`config.mk`:
```
export PLATFORM = sky130hd
export DESIGN_NAME = sram_load_ctrl
export DESIGN_NICKNAME = d
export VERILOG_FILES = /design/src/rtl/npu_sram_pkg.sv /design/src/rtl/sram_wr_port_reg.sv /design/src/rtl/sram_load_ctrl.sv
export SDC_FILE = /design/constraint.sdc
export NUM_CORES = 2
export LEC_CHECK = 0
export ABC_AREA = 1
export BUFFER_PORTS_ARGS = -buffer_cell sky130_fd_sc_hd__buf_2
export CORE_AREA = 2 2 367 369
export CTS_CLUSTER_DIAMETER = 80
export DETAILED_ROUTE_END_ITERATION = 10
export DIE_AREA = 0 0 369 371
export GPL_ROUTABILITY_DRIVEN = 0
export MAX_ROUTING_LAYER = met4
export PLACE_DENSITY = 0.4
export SLEW_MARGIN = 0
export SYNTH_ARGS = -nofsm -noshare
export SYNTH_HDL_FRONTEND = slang
export SYNTH_SLANG_ARGS = --single-unit
```
`constraint.sdc`:
```
create_clock -name clk_i -period 29.6 [get_ports clk_i]
set_clock_uncertainty 0.1 [all_clocks]
set_input_delay 4.44 -clock clk_i [delete_from_list [all_inputs] [get_ports clk_i]]
set_output_delay 4.44 -clock clk_i [all_outputs]
set_load 0.01 [all_outputs]
```
`src/rtl/npu_sram_pkg.sv`:
```
// npu_sram_pkg
//   Shared types and default sizing for the NPU SRAM load path.
//   - state_t       : load sequencer states (IDLE, FIL, IFM, DONE)
//   - *_DEF         : default global sizes used as parameter defaults
//   - DW/FW/IW_DEF  : beat-count, filter-chunk and IFM-chunk widths
//   - clog2_min1    : width helper that never returns zero
package npu_sram_pkg;

  typedef enum logic [1:0] {
    IDLE = 2'd0,
    FIL  = 2'd1,
    IFM  = 2'd2,
    DONE = 2'd3
  } state_t;

  localparam int unsigned BUS_SIZE_DEF         = 32;
  localparam int unsigned DAT_SIZE_DEF         = 8;
  localparam int unsigned COMPUTE_UNIT_NUM_DEF = 8;
  localparam int unsigned WR_DAT_CYC_NUM_DEF   = 64;
  localparam int unsigned SRAM_IFM_NUM_DEF     = 64;
  localparam int unsigned SRAM_FILTER_NUM_DEF  = 64;

  // A one-entry resource still needs a one-bit counter.
  function automatic int unsigned clog2_min1(input int unsigned n);
    return (n <= 1) ? 1 : $clog2(n);
  endfunction

  localparam int unsigned DW_DEF = clog2_min1(WR_DAT_CYC_NUM_DEF);
  localparam int unsigned FW_DEF = clog2_min1(SRAM_FILTER_NUM_DEF);
  localparam int unsigned IW_DEF = clog2_min1(SRAM_IFM_NUM_DEF);

endpackage

```
`src/rtl/sram_wr_port_reg.sv`:
```
// sram_wr_port_reg
//   Output register stage for one SRAM write port. A beat presented with
//   wr_en_i at a clock edge appears on the outputs for the following cycle
//   with valid_o high; valid_o drops after any cycle without wr_en_i.
//   Ports:
//     clk_i, rst_i       clock, asynchronous active-high reset
//     wr_en_i            capture this cycle's beat
//     sparsemap_i/_o     BUS_SIZE sparsemap
//     nonzero_data_i/_o  BUS_SIZE*DAT_SIZE packed nonzero data
//     dat_count_i/_o     DW-bit beat index within the chunk
//     chunk_count_i/_o   CW-bit chunk index
//     valid_o            registered write strobe
module sram_wr_port_reg #(
  parameter int unsigned BUS_SIZE = 32,
  parameter int unsigned DAT_SIZE = 8,
  parameter int unsigned DW       = 6,
  parameter int unsigned CW       = 6
) (
  input  logic                         clk_i,
  input  logic                         rst_i,
  input  logic                         wr_en_i,
  input  logic [BUS_SIZE-1:0]          sparsemap_i,
  input  logic [BUS_SIZE*DAT_SIZE-1:0] nonzero_data_i,
  input  logic [DW-1:0]                dat_count_i,
  input  logic [CW-1:0]                chunk_count_i,
  output logic                         valid_o,
  output logic [BUS_SIZE-1:0]          sparsemap_o,
  output logic [BUS_SIZE*DAT_SIZE-1:0] nonzero_data_o,
  output logic [DW-1:0]                dat_count_o,
  output logic [CW-1:0]                chunk_count_o
);

  always_ff @(posedge clk_i or posedge rst_i) begin
    if (rst_i) begin
      valid_o        <= 1'b0;
      sparsemap_o    <= '0;
      nonzero_data_o <= '0;
      dat_count_o    <= '0;
      chunk_count_o  <= '0;
    end else begin
      valid_o <= wr_en_i;
      if (wr_en_i) begin
        sparsemap_o    <= sparsemap_i;
        nonzero_data_o <= nonzero_data_i;
        dat_count_o    <= dat_count_i;
        chunk_count_o  <= chunk_count_i;
      end
    end
  end

endmodule

```
`src/rtl/sram_load_ctrl.sv`:
```
// sram_load_ctrl
//   Load sequencer for the filter and IFM SRAM write ports. One compressed
//   stream (sparsemap + packed nonzero data) arrives over valid/ready. For
//   each channel slice, COMPUTE_UNIT_NUM filter chunks are written first,
//   then cfg_ifm_y IFM chunks; finish_o pulses when the layer is loaded.
//   Ports:
//     clk_i, rst_i                 clock, asynchronous active-high reset
//     start_i                      begin a load (sampled in IDLE only)
//     busy_o, finish_o             loading / one-cycle completion pulse
//     cfg_*_i                      layer geometry, latched on start
//     in_valid_i, in_ready_o       input beat handshake
//     in_sparsemap_i, in_nonzero_data_i  input beat payload
//     fil_sram_wr_*_o              registered filter SRAM write port
//     ifm_sram_wr_*_o              registered IFM SRAM write port
module sram_load_ctrl
  import npu_sram_pkg::*;
#(
  parameter int unsigned BUS_SIZE         = BUS_SIZE_DEF,
  parameter int unsigned DAT_SIZE         = DAT_SIZE_DEF,
  parameter int unsigned COMPUTE_UNIT_NUM = COMPUTE_UNIT_NUM_DEF,
  parameter int unsigned WR_DAT_CYC_NUM   = WR_DAT_CYC_NUM_DEF,
  parameter int unsigned SRAM_IFM_NUM     = SRAM_IFM_NUM_DEF,
  parameter int unsigned SRAM_FILTER_NUM  = SRAM_FILTER_NUM_DEF,
  localparam int unsigned DW  = clog2_min1(WR_DAT_CYC_NUM),
  localparam int unsigned FW  = clog2_min1(SRAM_FILTER_NUM),
  localparam int unsigned IW  = clog2_min1(SRAM_IFM_NUM),
  localparam int unsigned DBW = BUS_SIZE * DAT_SIZE
) (
  input  logic                clk_i,
  input  logic                rst_i,
  input  logic                start_i,
  output logic                busy_o,
  output logic                finish_o,
  input  logic [7:0]          cfg_z_num_i,
  input  logic [DW:0]         cfg_fil_cyc_i,
  input  logic [7:0]          cfg_ifm_y_i,
  input  logic [DW:0]         cfg_ifm_cyc_i,
  input  logic [DW:0]         cfg_ifm_last_cyc_i,
  input  logic                in_valid_i,
  output logic                in_ready_o,
  input  logic [BUS_SIZE-1:0] in_sparsemap_i,
  input  logic [DBW-1:0]      in_nonzero_data_i,
  output logic [BUS_SIZE-1:0] fil_sram_wr_sparsemap_o,
  output logic [DBW-1:0]      fil_sram_wr_nonzero_data_o,
  output logic                fil_sram_wr_valid_o,
  output logic [DW-1:0]       fil_sram_wr_dat_count_o,
  output logic [FW-1:0]       fil_sram_wr_chunk_count_o,
  output logic [BUS_SIZE-1:0] ifm_sram_wr_sparsemap_o,
  output logic [DBW-1:0]      ifm_sram_wr_nonzero_data_o,
  output logic                ifm_sram_wr_valid_o,
  output logic [DW-1:0]       ifm_sram_wr_dat_count_o,
  output logic [IW-1:0]       ifm_sram_wr_chunk_count_o
);

  localparam int unsigned CUW = clog2_min1(COMPUTE_UNIT_NUM);
  localparam logic [DW:0]    BEAT_ONE = (DW+1)'(1);
  localparam logic [CUW-1:0] CU_ONE   = CUW'(1);
  localparam logic [CUW-1:0] CU_LAST  = CUW'(COMPUTE_UNIT_NUM - 1);

  state_t state_q, state_d;

  // Latched configuration
  logic [7:0]     z_num_q;
  logic [7:0]     ifm_y_q;
  logic [DW:0]    fil_cyc_q;
  logic [DW:0]    ifm_cyc_q;
  logic [DW:0]    ifm_last_q;

  // Position within the layer
  logic [DW:0]    beat_q;
  logic [CUW-1:0] cu_q;
  logic [7:0]     z_q;
  logic [7:0]     y_q;

  logic           in_ready;
  logic           accept;
  logic           fil_wr_en;
  logic           ifm_wr_en;
  logic           cfg_zero;
  logic           last_slice;
  logic           last_cu;
  logic           last_y;
  logic           fil_last_beat;
  logic           ifm_last_beat;
  logic [DW:0]    ifm_lim;
  logic [FW-1:0]  fil_chunk;
  logic [IW-1:0]  ifm_chunk;

  // Status decode over the current position
  always_comb begin
    cfg_zero      = (cfg_z_num_i == 8'd0) || (cfg_ifm_y_i == 8'd0) ||
                    (cfg_fil_cyc_i == '0) || (cfg_ifm_cyc_i == '0) ||
                    (cfg_ifm_last_cyc_i == '0);
    last_slice    = (z_q == z_num_q - 8'd1);
    last_cu       = (cu_q == CU_LAST);
    last_y        = (y_q == ifm_y_q - 8'd1);
    ifm_lim       = last_slice ? ifm_last_q : ifm_cyc_q;
    fil_last_beat = (beat_q == fil_cyc_q - BEAT_ONE);
    ifm_last_beat = (beat_q == ifm_lim - BEAT_ONE);
    // Products formed at 32 bits, then truncated to the port width.
    fil_chunk     = FW'(32'(z_q) * 32'(COMPUTE_UNIT_NUM) + 32'(cu_q));
    ifm_chunk     = IW'(32'(z_q) * 32'(ifm_y_q) + 32'(y_q));
  end

  // State register
  always_ff @(posedge clk_i or posedge rst_i) begin
    if (rst_i) state_q <= IDLE;
    else       state_q <= state_d;
  end

  // Next-state logic
  always_comb begin
    state_d = state_q;
    case (state_q)
      IDLE: if (start_i) state_d = cfg_zero ? DONE : FIL;
      FIL:  if (accept && fil_last_beat && last_cu) state_d = IFM;
      IFM:  if (accept && ifm_last_beat && last_y) state_d = last_slice ? DONE : FIL;
      DONE: state_d = IDLE;
      default: state_d = IDLE;
    endcase
  end

  // Outputs decoded from state
  always_comb begin
    in_ready  = (state_q == FIL) || (state_q == IFM);
    accept    = in_ready && in_valid_i;
    fil_wr_en = accept && (state_q == FIL);
    ifm_wr_en = accept && (state_q == IFM);
    busy_o    = in_ready;
    finish_o  = (state_q == DONE);
  end

  assign in_ready_o = in_ready;

  // Configuration latch and position counters
  always_ff @(posedge clk_i or posedge rst_i) begin
    if (rst_i) begin
      z_num_q    <= '0;
      ifm_y_q    <= '0;
      fil_cyc_q  <= '0;
      ifm_cyc_q  <= '0;
      ifm_last_q <= '0;
      beat_q     <= '0;
      cu_q       <= '0;
      z_q        <= '0;
      y_q        <= '0;
    end else begin
      case (state_q)
        IDLE: begin
          if (start_i) begin
            z_num_q    <= cfg_z_num_i;
            ifm_y_q    <= cfg_ifm_y_i;
            fil_cyc_q  <= cfg_fil_cyc_i;
            ifm_cyc_q  <= cfg_ifm_cyc_i;
            ifm_last_q <= cfg_ifm_last_cyc_i;
            beat_q     <= '0;
            cu_q       <= '0;
            z_q        <= '0;
            y_q        <= '0;
          end
        end
        FIL: begin
          if (accept) begin
            if (fil_last_beat) begin
              beat_q <= '0;
              cu_q   <= last_cu ? '0 : cu_q + CU_ONE;
            end else begin
              beat_q <= beat_q + BEAT_ONE;
            end
          end
        end
        IFM: begin
          if (accept) begin
            if (ifm_last_beat) begin
              beat_q <= '0;
              if (last_y) begin
                y_q <= '0;
                z_q <= z_q + 8'd1;
              end else begin
                y_q <= y_q + 8'd1;
              end
            end else begin
              beat_q <= beat_q + BEAT_ONE;
            end
          end
        end
        default: ;
      endcase
    end
  end

  sram_wr_port_reg #(
    .BUS_SIZE (BUS_SIZE),
    .DAT_SIZE (DAT_SIZE),
    .DW       (DW),
    .CW       (FW)
  ) u_fil_port (
    .clk_i          (clk_i),
    .rst_i          (rst_i),
    .wr_en_i        (fil_wr_en),
    .sparsemap_i    (in_sparsemap_i),
    .nonzero_data_i (in_nonzero_data_i),
    .dat_count_i    (beat_q[DW-1:0]),
    .chunk_count_i  (fil_chunk),
    .valid_o        (fil_sram_wr_valid_o),
    .sparsemap_o    (fil_sram_wr_sparsemap_o),
    .nonzero_data_o (fil_sram_wr_nonzero_data_o),
    .dat_count_o    (fil_sram_wr_dat_count_o),
    .chunk_count_o  (fil_sram_wr_chunk_count_o)
  );

  sram_wr_port_reg #(
    .BUS_SIZE (BUS_SIZE),
    .DAT_SIZE (DAT_SIZE),
    .DW       (DW),
    .CW       (IW)
  ) u_ifm_port (
    .clk_i          (clk_i),
    .rst_i          (rst_i),
    .wr_en_i        (ifm_wr_en),
    .sparsemap_i    (in_sparsemap_i),
    .nonzero_data_i (in_nonzero_data_i),
    .dat_count_i    (beat_q[DW-1:0]),
    .chunk_count_i  (ifm_chunk),
    .valid_o        (ifm_sram_wr_valid_o),
    .sparsemap_o    (ifm_sram_wr_sparsemap_o),
    .nonzero_data_o (ifm_sram_wr_nonzero_data_o),
    .dat_count_o    (ifm_sram_wr_dat_count_o),
    .chunk_count_o  (ifm_sram_wr_chunk_count_o)
  );

endmodule

```
==> flow_metrics.tcl <==
set metrics [dict create \
    outcome "finished, final reports clean" \
    cts.sink_count 667 \
    setup_viol 0 \
    grt_max_degree 133 \
    synth-edff-count 0 \
    root_buffer "clkbuf_16" \
    async_flop_share 1.00 \
    port_buffers 933 \
    worstReg2RegEnd "u_ifm_port.nonzero_data_o[154]" \
    avgSynthCellArea_sq_um 8.73 \
    crit_fanout 97 \
    ys_types 37 \
    synthFlopType "dfrtp_1" \
    area_growth_pct 34.2 \
    core_sq_um 133000 \
    period_needed_ps 8330 \
    whs_endpoint "u_ifm_port.sparsemap_o[20]" \
    rsz0062_at_grt "no" \
    remaining_drc_errors 0 \
    htree_levels 3 \
    cts_buffers 86 \
    grt_pass1_wl_mm 155 \
    holdPathStages 2 \
    ys_ff_latch 667 \
    drtIter0Drc 1567 \
    cts_tree "yes" \
    cts_resized 0 \
    fill_cells 14700 \
    pin_count 934 \
    vias 23300 \
    finish.utilization 0.275 \
    yosysWarnings 0 \
    maxCapViolations 0 \
    die_h_microns 371 \
    avgRoutedWirePerCell_microns 18.2 \
    ys_seq_area_frac 0.612 \
    rows 134 \
    crit_arrival_ps 8920 \
    rrSetupSlack_ps 25130 \
    slew_headroom 0.327 \
    setup-tns-final_ps 0 \
    post_cts_buffers 0 \
    cts_buffer_depth 3 \
    tightest_slew_ps 1010 \
    dp.final_hpwl_mm 78.0 \
    power.total_w 0.00404 \
    power_density_nw_per_um2 110 \
    netlist_area_sq_um 27300 \
    gr-total-overflow 0 \
    antenna_left 0 \
    cellLeakagePower_nw 20.4 \
    drive_gt1_frac 0.281 \
    slew_violations 0 \
    clock_latency_ps 660 \
    start_kind "input port" \
    grt_usage 0.155 \
    final_cell_mix "nand2_1, buf_2, dfrtp_1" \
    min_path_type "reg2reg" \
    clk_pin_slew_ps 50 \
    final_common_cell "nand2_1" \
    die_w_microns 369 \
    peakVddDrop_v 0.0000483 \
    antenna_found_initial 25 \
    start_util 0.205 \
    postCtsHoldBufs 0 \
    grt_pass1_vias 23000 \
    ff2ff_path_depth 10 \
    wl_mm 106 \
    period_share 0.281 \
    num-nets-final 4376 \
    holdWs_ps 361 \
    final_cells 5861 \
    worst_r2r_startpoint "state_q[0]" \
    synth_cells 3123 \
    fmax_mhz 120 \
    place_inst 5693 \
    design.die.area_sq_um 137000 \
    final_hold_viol_count 0 \
    synth_fp_nets 3486 \
    vias_per_cell 3.98 \
    min_from "u_ifm_port.sparsemap_o[20]" \
    crit_type "in2async" \
    worstSetupEndpointType "asynchronous set/reset pin" \
    worstPathRequired_ps 30190 \
    dr.pass1.iters 5 \
]
## routing by layer
metal	GRT usage	routed length, microns
met1	0.194	46100
met2	0.243	50100
met3	0.0474	7810
met4	0.0402	2440
met5	-	0
## layout make-up
type,count,area (sq um),area share
Multi-Input combinational cell,2087,9170,0.251
Clock buffer,128,2540,0.0694
Antenna cell,12,30.0,0.000821
Timing Repair Buffer,957,4860,0.133
Inverter,214,823,0.0225
Tap cell,1768,2210,0.0605
Clock inverter,28,246,0.00674
Sequential cell,667,16700,0.456
## power breakdown
group	switching, W	total, W	internal [W]
registers	0.000233	0.00154	0.00131
clock network	0.000430	0.00103	0.000598
logic	0.000952	0.00147	0.000520
## per-stage QoR
stage	instance area, sq um	setup slack, ps
6_report	36600	21270
5_1_grt	36600	20540
3_3_place_gp	33800	20230
2_1_floorplan	27300	6370
4_1_cts	36500	21030
3_5_place_dp	33800	20270
## synthesized netlist by cell type (3+ instances only)
library cell | instances | area (sq um)
nand2_4 | 4 | 45.0
buf_1 | 10 | 37.5
o21ai_1 | 3 | 15.0
inv_1 | 206 | 773
o21ai_0 | 254 | 1270
clkbuf_1 | 137 | 514
nand4_1 | 23 | 144
o21ai_2 | 8 | 70.1
or2_2 | 4 | 25.0
mux2_2 | 5 | 56.3
dfrtp_1 | 667 | 16700
nor2_2 | 4 | 25.0
ha_1 | 27 | 338
nor2_4 | 3 | 33.8
nor2_1 | 45 | 169
inv_2 | 6 | 22.5
nand2_1 | 1562 | 5860
nor4_1 | 5 | 31.3
nand2_2 | 7 | 43.8
nand3_1 | 46 | 230
fa_1 | 7 | 140
xnor2_1 | 23 | 201
nor3_1 | 11 | 55.1
buf_4 | 4 | 30.0
xor2_1 | 27 | 236
a21oi_1 | 8 | 40.0
## state kept, by name, indices dropped and copies added (netlist names), 8 cells and up
register,cells
ifm_y_q,8
u_fil_port.nonzero_data_o,256
u_fil_port.sparsemap_o,32
u_ifm_port.nonzero_data_o,256
u_ifm_port.sparsemap_o,32
y_q,8
z_num_q,8
z_q,8
## cell families after synthesis
| kind of cell | synth area share |
|---|---|
| AO/OA/AOI/OAI | 0.0524 |
| buffers and inverters | 0.0520 |
| adder cells (fa/ha/maj) | 0.0175 |
| XOR/XNOR | 0.0161 |
| AND/OR/NAND/NOR | 0.248 |
| multiplexers | 0.00207 |
| flip-flops | 0.612 |
## worst max-delay path by stage
| stage | start | to | slack (ps) | cells past startpoint |
|---|---|---|---|---|
| after floorplan | rst_i | beat_q[0] | 6370 | 1 |
| after global placement | rst_i | u_fil_port.nonzero_data_o[2] | 20230 | 7 |
| after detailed placement | rst_i | u_ifm_port.nonzero_data_o[2] | 20270 | 7 |
| after CTS | rst_i | u_ifm_port.nonzero_data_o[73] | 21030 | 7 |
| after global routing | rst_i | u_fil_port.nonzero_data_o[77] | 20540 | 7 |
| final | rst_i | u_ifm_port.nonzero_data_o[77] | 21270 | 7 |
## critical path, cell delays in order
cell   delay [ps]
buf_2         130
inv_8         470
buf_4         820
buf_4         600
buf_4         700
buf_4         740
buf_4         720
Power figures use the tool's default switching activity.
